[src/rtl/pong_game_ctrl.sv]
// Pong game sequencer: NEWGAME/PLAY/NEWBALL/OVER FSM, ball count, pause timer, BCD score.
// Optional score counter built only when PONG_BCD_SCORE_EN is defined; all outputs registered.
module pong_game_ctrl #(
    parameter int NUM_BALLS   = 3,
    parameter int TIMER_TICKS = 120
) (
    input  logic       clk,
    input  logic       reset,
    input  logic [1:0] btn,
    input  logic       refr_tick,
    input  logic       hit,
    input  logic       miss,
    output logic       gra_still,
    output logic       ball_reset,
    output logic [1:0] balls_left,
    output logic [3:0] score_d1,
    output logic [3:0] score_d0,
    output logic [1:0] game_state
);
    typedef enum logic [1:0] {
        NEWGAME = 2'b00,
        PLAY    = 2'b01,
        NEWBALL = 2'b10,
        OVER    = 2'b11
    } state_t;

    localparam logic [1:0] BALLS_INIT = NUM_BALLS[1:0];
    localparam logic [7:0] TIMER_INIT = TIMER_TICKS[7:0];

    state_t     state_q, state_d;
    logic [7:0] timer_q, timer_d;
    logic [1:0] balls_q, balls_d;
    logic       gra_still_q, ball_reset_q, ball_reset_d;
    logic       score_inc, score_clr;
    logic       pressed;

    assign pressed = |btn;

    always_comb begin
        state_d      = state_q;
        balls_d      = balls_q;
        ball_reset_d = 1'b0;
        score_inc    = 1'b0;
        score_clr    = 1'b0;
        timer_d      = (refr_tick && timer_q != 8'd0) ? timer_q - 8'd1 : timer_q;
        case (state_q)
            NEWGAME: begin
                balls_d   = BALLS_INIT;
                score_clr = 1'b1;
                if (pressed) begin
                    state_d      = PLAY;
                    ball_reset_d = 1'b1;
                end
            end
            PLAY: begin
                // miss takes priority: a simultaneous hit is dropped
                if (miss) begin
                    timer_d = TIMER_INIT;
                    if (balls_q <= 2'd1) begin
                        balls_d = 2'd0;
                        state_d = OVER;
                    end else begin
                        balls_d = balls_q - 2'd1;
                        state_d = NEWBALL;
                    end
                end else if (hit) begin
                    score_inc = 1'b1;
                end
            end
            NEWBALL: begin
                if (timer_q == 8'd0 && pressed) begin
                    state_d      = PLAY;
                    ball_reset_d = 1'b1;
                end
            end
            OVER: begin
                if (timer_q == 8'd0) begin
                    state_d   = NEWGAME;
                    balls_d   = BALLS_INIT;
                    score_clr = 1'b1;
                end
            end
            default: state_d = NEWGAME;
        endcase
    end

    always_ff @(posedge clk or posedge reset) begin
        if (reset) begin
            state_q      <= NEWGAME;
            timer_q      <= 8'd0;
            balls_q      <= BALLS_INIT;
            gra_still_q  <= 1'b1;
            ball_reset_q <= 1'b0;
        end else begin
            state_q      <= state_d;
            timer_q      <= timer_d;
            balls_q      <= balls_d;
            gra_still_q  <= (state_d != PLAY);
            ball_reset_q <= ball_reset_d;
        end
    end

    assign gra_still  = gra_still_q;
    assign ball_reset = ball_reset_q;
    assign balls_left = balls_q;
    assign game_state = state_q;

`ifdef PONG_BCD_SCORE_EN
    logic [3:0] d1_q, d0_q, d1_d, d0_d;

    always_comb begin
        d1_d = d1_q;
        d0_d = d0_q;
        if (score_clr) begin
            d1_d = 4'd0;
            d0_d = 4'd0;
        end else if (score_inc) begin
            if (d0_q == 4'd9) begin
                d0_d = 4'd0;
                d1_d = (d1_q == 4'd9) ? 4'd0 : d1_q + 4'd1;
            end else begin
                d0_d = d0_q + 4'd1;
            end
        end
    end

    always_ff @(posedge clk or posedge reset) begin
        if (reset) begin
            d1_q <= 4'd0;
            d0_q <= 4'd0;
        end else begin
            d1_q <= d1_d;
            d0_q <= d0_d;
        end
    end

    assign score_d1 = d1_q;
    assign score_d0 = d0_q;
`else
    logic unused_score;
    assign unused_score = score_inc | score_clr;
    assign score_d1     = 4'd0;
    assign score_d0     = 4'd0;
`endif
endmodule
[config.mk]
export PLATFORM = sky130hd
export DESIGN_NAME = pong_game_ctrl
export DESIGN_NICKNAME = d
export VERILOG_FILES = /design/src/rtl/pong_game_ctrl.sv
export SDC_FILE = /design/constraint.sdc
export NUM_CORES = 1
export LEC_CHECK = 0
export ABC_AREA = 1
export BUFFER_PORTS_ARGS = -buffer_cell sky130_fd_sc_hd__clkbuf_2
export CORE_MARGIN = 2
export CORE_UTILIZATION = 51
export CTS_CLUSTER_DIAMETER = 120
export CTS_CLUSTER_SIZE = 10
export DETAILED_ROUTE_END_ITERATION = 8
export PLACE_DENSITY = 0.8
export SLEW_MARGIN = 5
export SYNTH_ARGS = -nofsm -noshare
export SYNTH_HDL_FRONTEND = slang
export SYNTH_SLANG_ARGS = --single-unit
[constraint.sdc]
create_clock -name clk -period 1.85 [get_ports clk]
set_clock_uncertainty 0.15 [all_clocks]
set_input_delay 0.185 -clock clk [delete_from_list [all_inputs] [get_ports clk]]
set_output_delay 0.185 -clock clk [all_outputs]
set_load 0.05 [all_outputs]
======== Yosys cells after proc, flatten, opt, wreduce, memory -nomap -nowiden ========
Index checks and enable logic that the tools add are counted.
word-level totals
  bits of input ports ..................... 7
  register bits ........................... 14
  output and inout port bits .............. 14
cells by class
  equality and inequality tests ........... 6
  reduce and logical (&&, ||, !) cells .... 8
  mux-type cells .......................... 16
  order comparisons ....................... 1
  add/subtract/negate cells ............... 2
operator list
  kind                   count
  $mux W8                3
  $mux W2                7
  $logic_not A8 Y1       1
  $pmux W2 S4            1
  $reduce_bool A8 Y1     1
  $sub A8 B1 Y8 const B  1
  $pmux W2 S3            1
  $eq A2 B2 Y1 const B   2
  $ne A2 B2 Y1 const B   2
  $mux W1                3
  $reduce_and A3 Y1      1
  $reduce_bool A3 Y1     1
  $eq A2 B1 Y1 const B   1
  $le A2 B1 Y1 const B   1
  $logic_and A1 B1 Y1    2
  $logic_not A2 Y1       1
  $ne A2 B1 Y1 const B   1
  $pmux W1 S2            1
  $reduce_or A2 Y1       1
  $sub A2 B1 Y2 const B  1

======== Logic depth before layout (Yosys ltp) ========
  depth after elaboration ................. 5
  depth in mapped cells ................... 9

======== Least setup slack after synthesis ========
No wires, ideal clock.
  path kind ............................... register to register
  start point ............................. register state_q[0] (netlist: game_state[0])
  end point ............................... register timer_q[0]
  period minus slack after synthesis ...... 1537 ps
  library setup time ...................... 126 ps
  data arrival time ....................... 1261 ps
  required time ........................... 1574 ps
  cell stages (with the launch flop) ...... 6
  path slack .............................. 313 ps
  buffers on the path ..................... 0
  cell sequence ........................... dfrtp_1 > nand2_1 > nor2_1 > inv_1 > o21ai_0 > a21oi_1
on the way
  longest elaborated chain between the ends .. 2
ends and longest elaborated chain
  item                      line  text
  start: declaration        30    state_t state_q, state_d;
  start signal: assignment  95    state_q <= state_d;
  $eq A2 B1 Y1              46    case (state_q)
  $mux W8                   46
  named net timer_d[0]      31    logic [7:0] timer_q, timer_d;
  end signal: assignment    96    timer_q <= timer_d;
  end: declaration          31
The timed path passes the listed nets, and every way through them passes these cells.
A chain may end at the register's enable or synchronous reset.

======== Final worst setup path ========
  start point ............................. register timer_q[0]
  end point ............................... register state_q[0] (netlist: game_state[0])
on the way
  longest elaborated chain between the ends .. 4
  elaborated cells between the ends (all ways) .. 5
ends and longest elaborated chain
  item                  line    text
  $logic_not A8 Y1 (*)  71, 77
  $logic_and A1 B1 Y1   71      if (timer_q == 8'd0 && pressed) begin
  $mux W2               71
  $pmux W2 S4 (*)       46
  named net state_d[0]  30
The timed path passes the listed nets; every way through them passes the cells marked *.

==> flow_summary.html <==
<table>
<tr><th>Metric</th><th>Value</th></tr>
<tr><th colspan="2">Clock network</th></tr>
<tr><td>Number of H-tree levels</td><td>1</td></tr>
<tr><td>Worst-skew pair later-pin latency</td><td>0.28 ns</td></tr>
<tr><td>Maximum buffer depth of the clock tree</td><td>2</td></tr>
<tr><td>Post-cts gate resize count</td><td>0</td></tr>
<tr><td>Number of hold buffers added after cts</td><td>1</td></tr>
<tr><td>Clock tree root buffer cell</td><td>clkbuf_4</td></tr>
<tr><td>TritonCTS clock tree</td><td>yes</td></tr>
<tr><td>CTS clock-pin slew for the worst setup and hold paths</td><td>0.08 ns</td></tr>
<tr><td>Clock sink count</td><td>14</td></tr>
<tr><td>Number of buffers inserted by post-CTS setup repair</td><td>0</td></tr>
<tr><td>TritonCTS Buffers</td><td>3</td></tr>
<tr><th colspan="2">Critical path</th></tr>
<tr><td>Data required, critical path</td><td>1.86 ns</td></tr>
<tr><td>Critical Path End Type</td><td>flop</td></tr>
<tr><td>Crit Path Category</td><td>flop to flop</td></tr>
<tr><td>Worst-path maximum fanout</td><td>6</td></tr>
<tr><td>Startpoint kind of the worst setup timing path</td><td>flop</td></tr>
<tr><td>Crit path DAT</td><td>1.61 ns</td></tr>
<tr><th colspan="2">Die</th></tr>
<tr><td>Die Outline Area</td><td>1990 µm²</td></tr>
<tr><td>Initial Utilization</td><td>0.552</td></tr>
<tr><td>Core area</td><td>1520 µm²</td></tr>
<tr><td>I/O pin count</td><td>21</td></tr>
<tr><td>Die Span Y</td><td>44.6 µm</td></tr>
<tr><td>Die outline width</td><td>44.6 µm</td></tr>
<tr><td>Row count</td><td>14</td></tr>
<tr><th colspan="2">Synth</th></tr>
<tr><td>Mean instance size in the synthesized netlist</td><td>7.93 µm²</td></tr>
<tr><td>Number of distinct library cell variants in the gate-level netlist after synthesis</td><td>25</td></tr>
<tr><td>Netlist Area Pre-Place</td><td>841 µm²</td></tr>
<tr><td>Synth top area cells</td><td>dfrtp_1, dfstp_2, nand2_1, buf_4, inv_1</td></tr>
<tr><td>Register bit count reported by yosys</td><td>14</td></tr>
<tr><td>Synthesized instance count</td><td>106</td></tr>
<tr><td>Most used flip-flop cell after synthesis</td><td>dfrtp_1</td></tr>
<tr><td>Cell type with the highest aggregate area in the netlist</td><td>dfrtp_1</td></tr>
<tr><td>Sequential element share of the synthesized area</td><td>0.421</td></tr>
<tr><td>EDFF count, synth</td><td>0</td></tr>
<tr><td>Fraction of synthesis flops using an asynchronous set or reset pin</td><td>1.00</td></tr>
<tr><td>Portion of synthesized cell area occupied by the leading cell type</td><td>0.327</td></tr>
<tr><td>Count of warnings emitted by yosys</td><td>0</td></tr>
<tr><th colspan="2">Power and ir drop</th></tr>
<tr><td>Maximum ir drop on the vdd rail</td><td>0.915 mV</td></tr>
<tr><td>Total power</td><td>0.00161 W</td></tr>
<tr><td>Ratio of total power to cell area</td><td>1740 nW/µm²</td></tr>
<tr><td>Leakage Power</td><td>0.484 nW</td></tr>
<tr><th colspan="2">Placement</th></tr>
<tr><td>Number of port buffers</td><td>11</td></tr>
<tr><td>Last weighted congestion value of the routability-driven placer</td><td>0.789</td></tr>
<tr><td>Post-Place Setup Slack</td><td>0.283 ns</td></tr>
<tr><td>Total half-perimeter wirelength after legalization and detailed placement</td><td>1.20 mm</td></tr>
<tr><th colspan="2">Detailed routing</th></tr>
<tr><td>Routed vias</td><td>701</td></tr>
<tr><td>Number of design-rule violations left by the first detailed-router iteration</td><td>14</td></tr>
<tr><td>DR WL/cell</td><td>11.0 µm</td></tr>
<tr><td>Final ANT Viol Nets</td><td>0</td></tr>
<tr><td>Drt drc</td><td>0</td></tr>
<tr><td>Post-Route WL</td><td>1.51 mm</td></tr>
<tr><td>Detailed-routing iteration count for the pre-antenna-repair pass</td><td>4</td></tr>
<tr><td>Vias per std cell</td><td>5.12</td></tr>
<tr><th colspan="2">Cells and area</th></tr>
<tr><td>Sequential cell area</td><td>354 µm²</td></tr>
<tr><td>Fill count</td><td>142</td></tr>
<tr><td>Final nets</td><td>131</td></tr>
<tr><td>Fraction of layout cells with a size suffix above 1</td><td>0.240</td></tr>
<tr><td>Antenna diode count</td><td>0</td></tr>
<tr><td>Area of the multi-input gates</td><td>397 µm²</td></tr>
<tr><td>Signed area change from the synthesized netlist to the final layout</td><td>10.4%</td></tr>
<tr><th colspan="2">Flow run</th></tr>
<tr><td>Reported max-cap violation count</td><td>0</td></tr>
<tr><th colspan="2">Global route</th></tr>
<tr><td>Pin count of the biggest net entering global routing</td><td>15</td></tr>
<tr><td>First-pass GRT wire length</td><td>2.62 mm</td></tr>
<tr><td>Number of antenna violations at the first check in global routing</td><td>0</td></tr>
<tr><td>GRT Util Overall</td><td>0.186</td></tr>
<tr><td>Via count of the first global-routing pass</td><td>631</td></tr>
<tr><td>Total overflow reported by the global router</td><td>0</td></tr>
<tr><th colspan="2">Run status</th></tr>
<tr><td>Run status</td><td>complete, no violations</td></tr>
<tr><th colspan="2">STA</th></tr>
<tr><td>Post-layout min period</td><td>1.60 ns</td></tr>
<tr><td>Fmax</td><td>625 MHz</td></tr>
<tr><td>Setup repair after global routing missed its margin</td><td>false</td></tr>
<tr><td>Setup TNS Final</td><td>0 ns</td></tr>
<tr><td>Max Transition Viols Final</td><td>0</td></tr>
<tr><td>Worst slew pin tran</td><td>0.515 ns</td></tr>
<tr><td>Setup-violating endpoint count in the final report</td><td>0</td></tr>
<tr><td>Final number of hold-violating endpoints</td><td>0</td></tr>
<tr><td>Crit path setup slack, layout</td><td>0.251 ns</td></tr>
<tr><td>Crit share post-route</td><td>0.864</td></tr>
<tr><td>Max transition margin</td><td>0.656</td></tr>
<tr><th colspan="2">Min path</th></tr>
<tr><td>Hold Path Class</td><td>input pin to flop</td></tr>
</table>
[cells in the mapped netlist, types with 2 or more instances]
library cell  instances
a21oi_1               6
buf_4                 8
dfrtp_1              11
dfstp_2               3
ha_1                  2
inv_1                13
inv_2                 2
nand2_1              18
nand2_2               2
nand3_1               6
nand4_1               4
nor2_1               10
nor2_2                3
nor2_4                2
o21ai_0               3
o21ai_1               4
[per-layer routing]
metal	share of wire	vias to the layer above	routed length, µm	GRT usage
met1	0.44	319	669	0.239
met2	0.48	21	722	0.296
met4	0.015	0	23	0.0727
li1	-	357	-	-
met5	0	-	0	0
met3	0.060	4	91	0.0490
[power breakdown]
part           leakage, nW  internal, W  switching [W]
Sequential           0.159     0.000470       0.000121
Combinational        0.304     0.000229       0.000578
Clock               0.0210     0.000120      0.0000954
Total                0.484     0.000818       0.000794
[sequential cells by signal, summed over array words and instances, names as in the netlist]
| register | count |
|---|---|
| game_state | 2 |
| ball_reset | 1 |
| timer_q | 8 |
| gra_still | 1 |
| balls_left | 2 |
[critical path: stages (launching register included)]
cell and delay (ns):
dfrtp_1 0.37, inv_1 0.14, ha_1 0.21, nand3_1 0.16, nor2_4 0.19, nor2_2 0.06
o21ai_1 0.11, nand2_1 0.09
[final timing paths]
| check | from | to | slack, ns | cells past startpoint |
|---|---|---|---|---|
| max in group asynchronous | reset | balls_left[1]$_DFFE_PP1P_ | 0.87 | 3 |
| worst min-delay path | btn[0] | ball_reset$_DFF_PP0_ | 0.08 | 3 |
| worst max-delay path | timer_q[0]$_DFF_PP0_ | game_state[0]$_DFF_PP0_ | 0.25 | 7 |
| worst min register to register | balls_left[0]$_DFFE_PP1P_ | balls_left[0]$_DFFE_PP1P_ | 0.35 | 2 |
| min in group asynchronous | reset | timer_q[2]$_DFF_PP0_ | 0.31 | 3 |
| worst max register to register | timer_q[0]$_DFF_PP0_ | game_state[0]$_DFF_PP0_ | 0.25 | 7 |
[cell usage in the layout (no fill, tap or decap), types with 2 or more instances in the layout]
cell type | Yosys | final
ha_1 | 2 | 2
o21ai_1 | 4 | 4
inv_2 | 2 | 2
nor2_4 | 2 | 2
a21oi_1 | 6 | 6
inv_1 | 13 | 13
nand4_1 | 4 | 4
nand2_2 | 2 | 2
dfstp_2 | 3 | 3
clkbuf_2 | 0 | 11
conb_1 | 1 | 8
clkbuf_4 | 0 | 3
nor2_2 | 3 | 3
nor2_1 | 10 | 10
nand2_1 | 18 | 18
nand3_1 | 6 | 6
o21ai_0 | 3 | 3
dfrtp_1 | 11 | 11
[layout make-up]
cell class              instances  area share
inverters                      15      0.0606
flip-flops and latches         14       0.381
well taps                      16      0.0216
clock buffers                   4      0.0391
multi-input cells              76       0.427
repair buffers                 12      0.0701
[through the flow]
step                 util  instances  area (µm²)  hold WS, ns
global placement    0.579        132         882       0.0766
detailed placement  0.579        132         882       0.0785
global route        0.609        137         928       0.0878
finish              0.609        137         928       0.0756
floorplan               -        113         867      -0.0779
CTS                 0.609        137         928       0.0696
[logic make-up (layout without fill, tap and decap cells)]
kind of cell             count (synthesis)  in the layout  synth area share
AND/OR/NAND/NOR                         50             50             0.301
buffers and inverters                   23             31             0.138
AO/OA/AOI/OAI                           15             15            0.0952
flip-flops                              14             14             0.421
adder cells (fa/ha/maj)                  2              2            0.0298
other                                    1              8           0.00446
XOR/XNOR                                 1              1            0.0104
(Power assumes the default switching activity.)
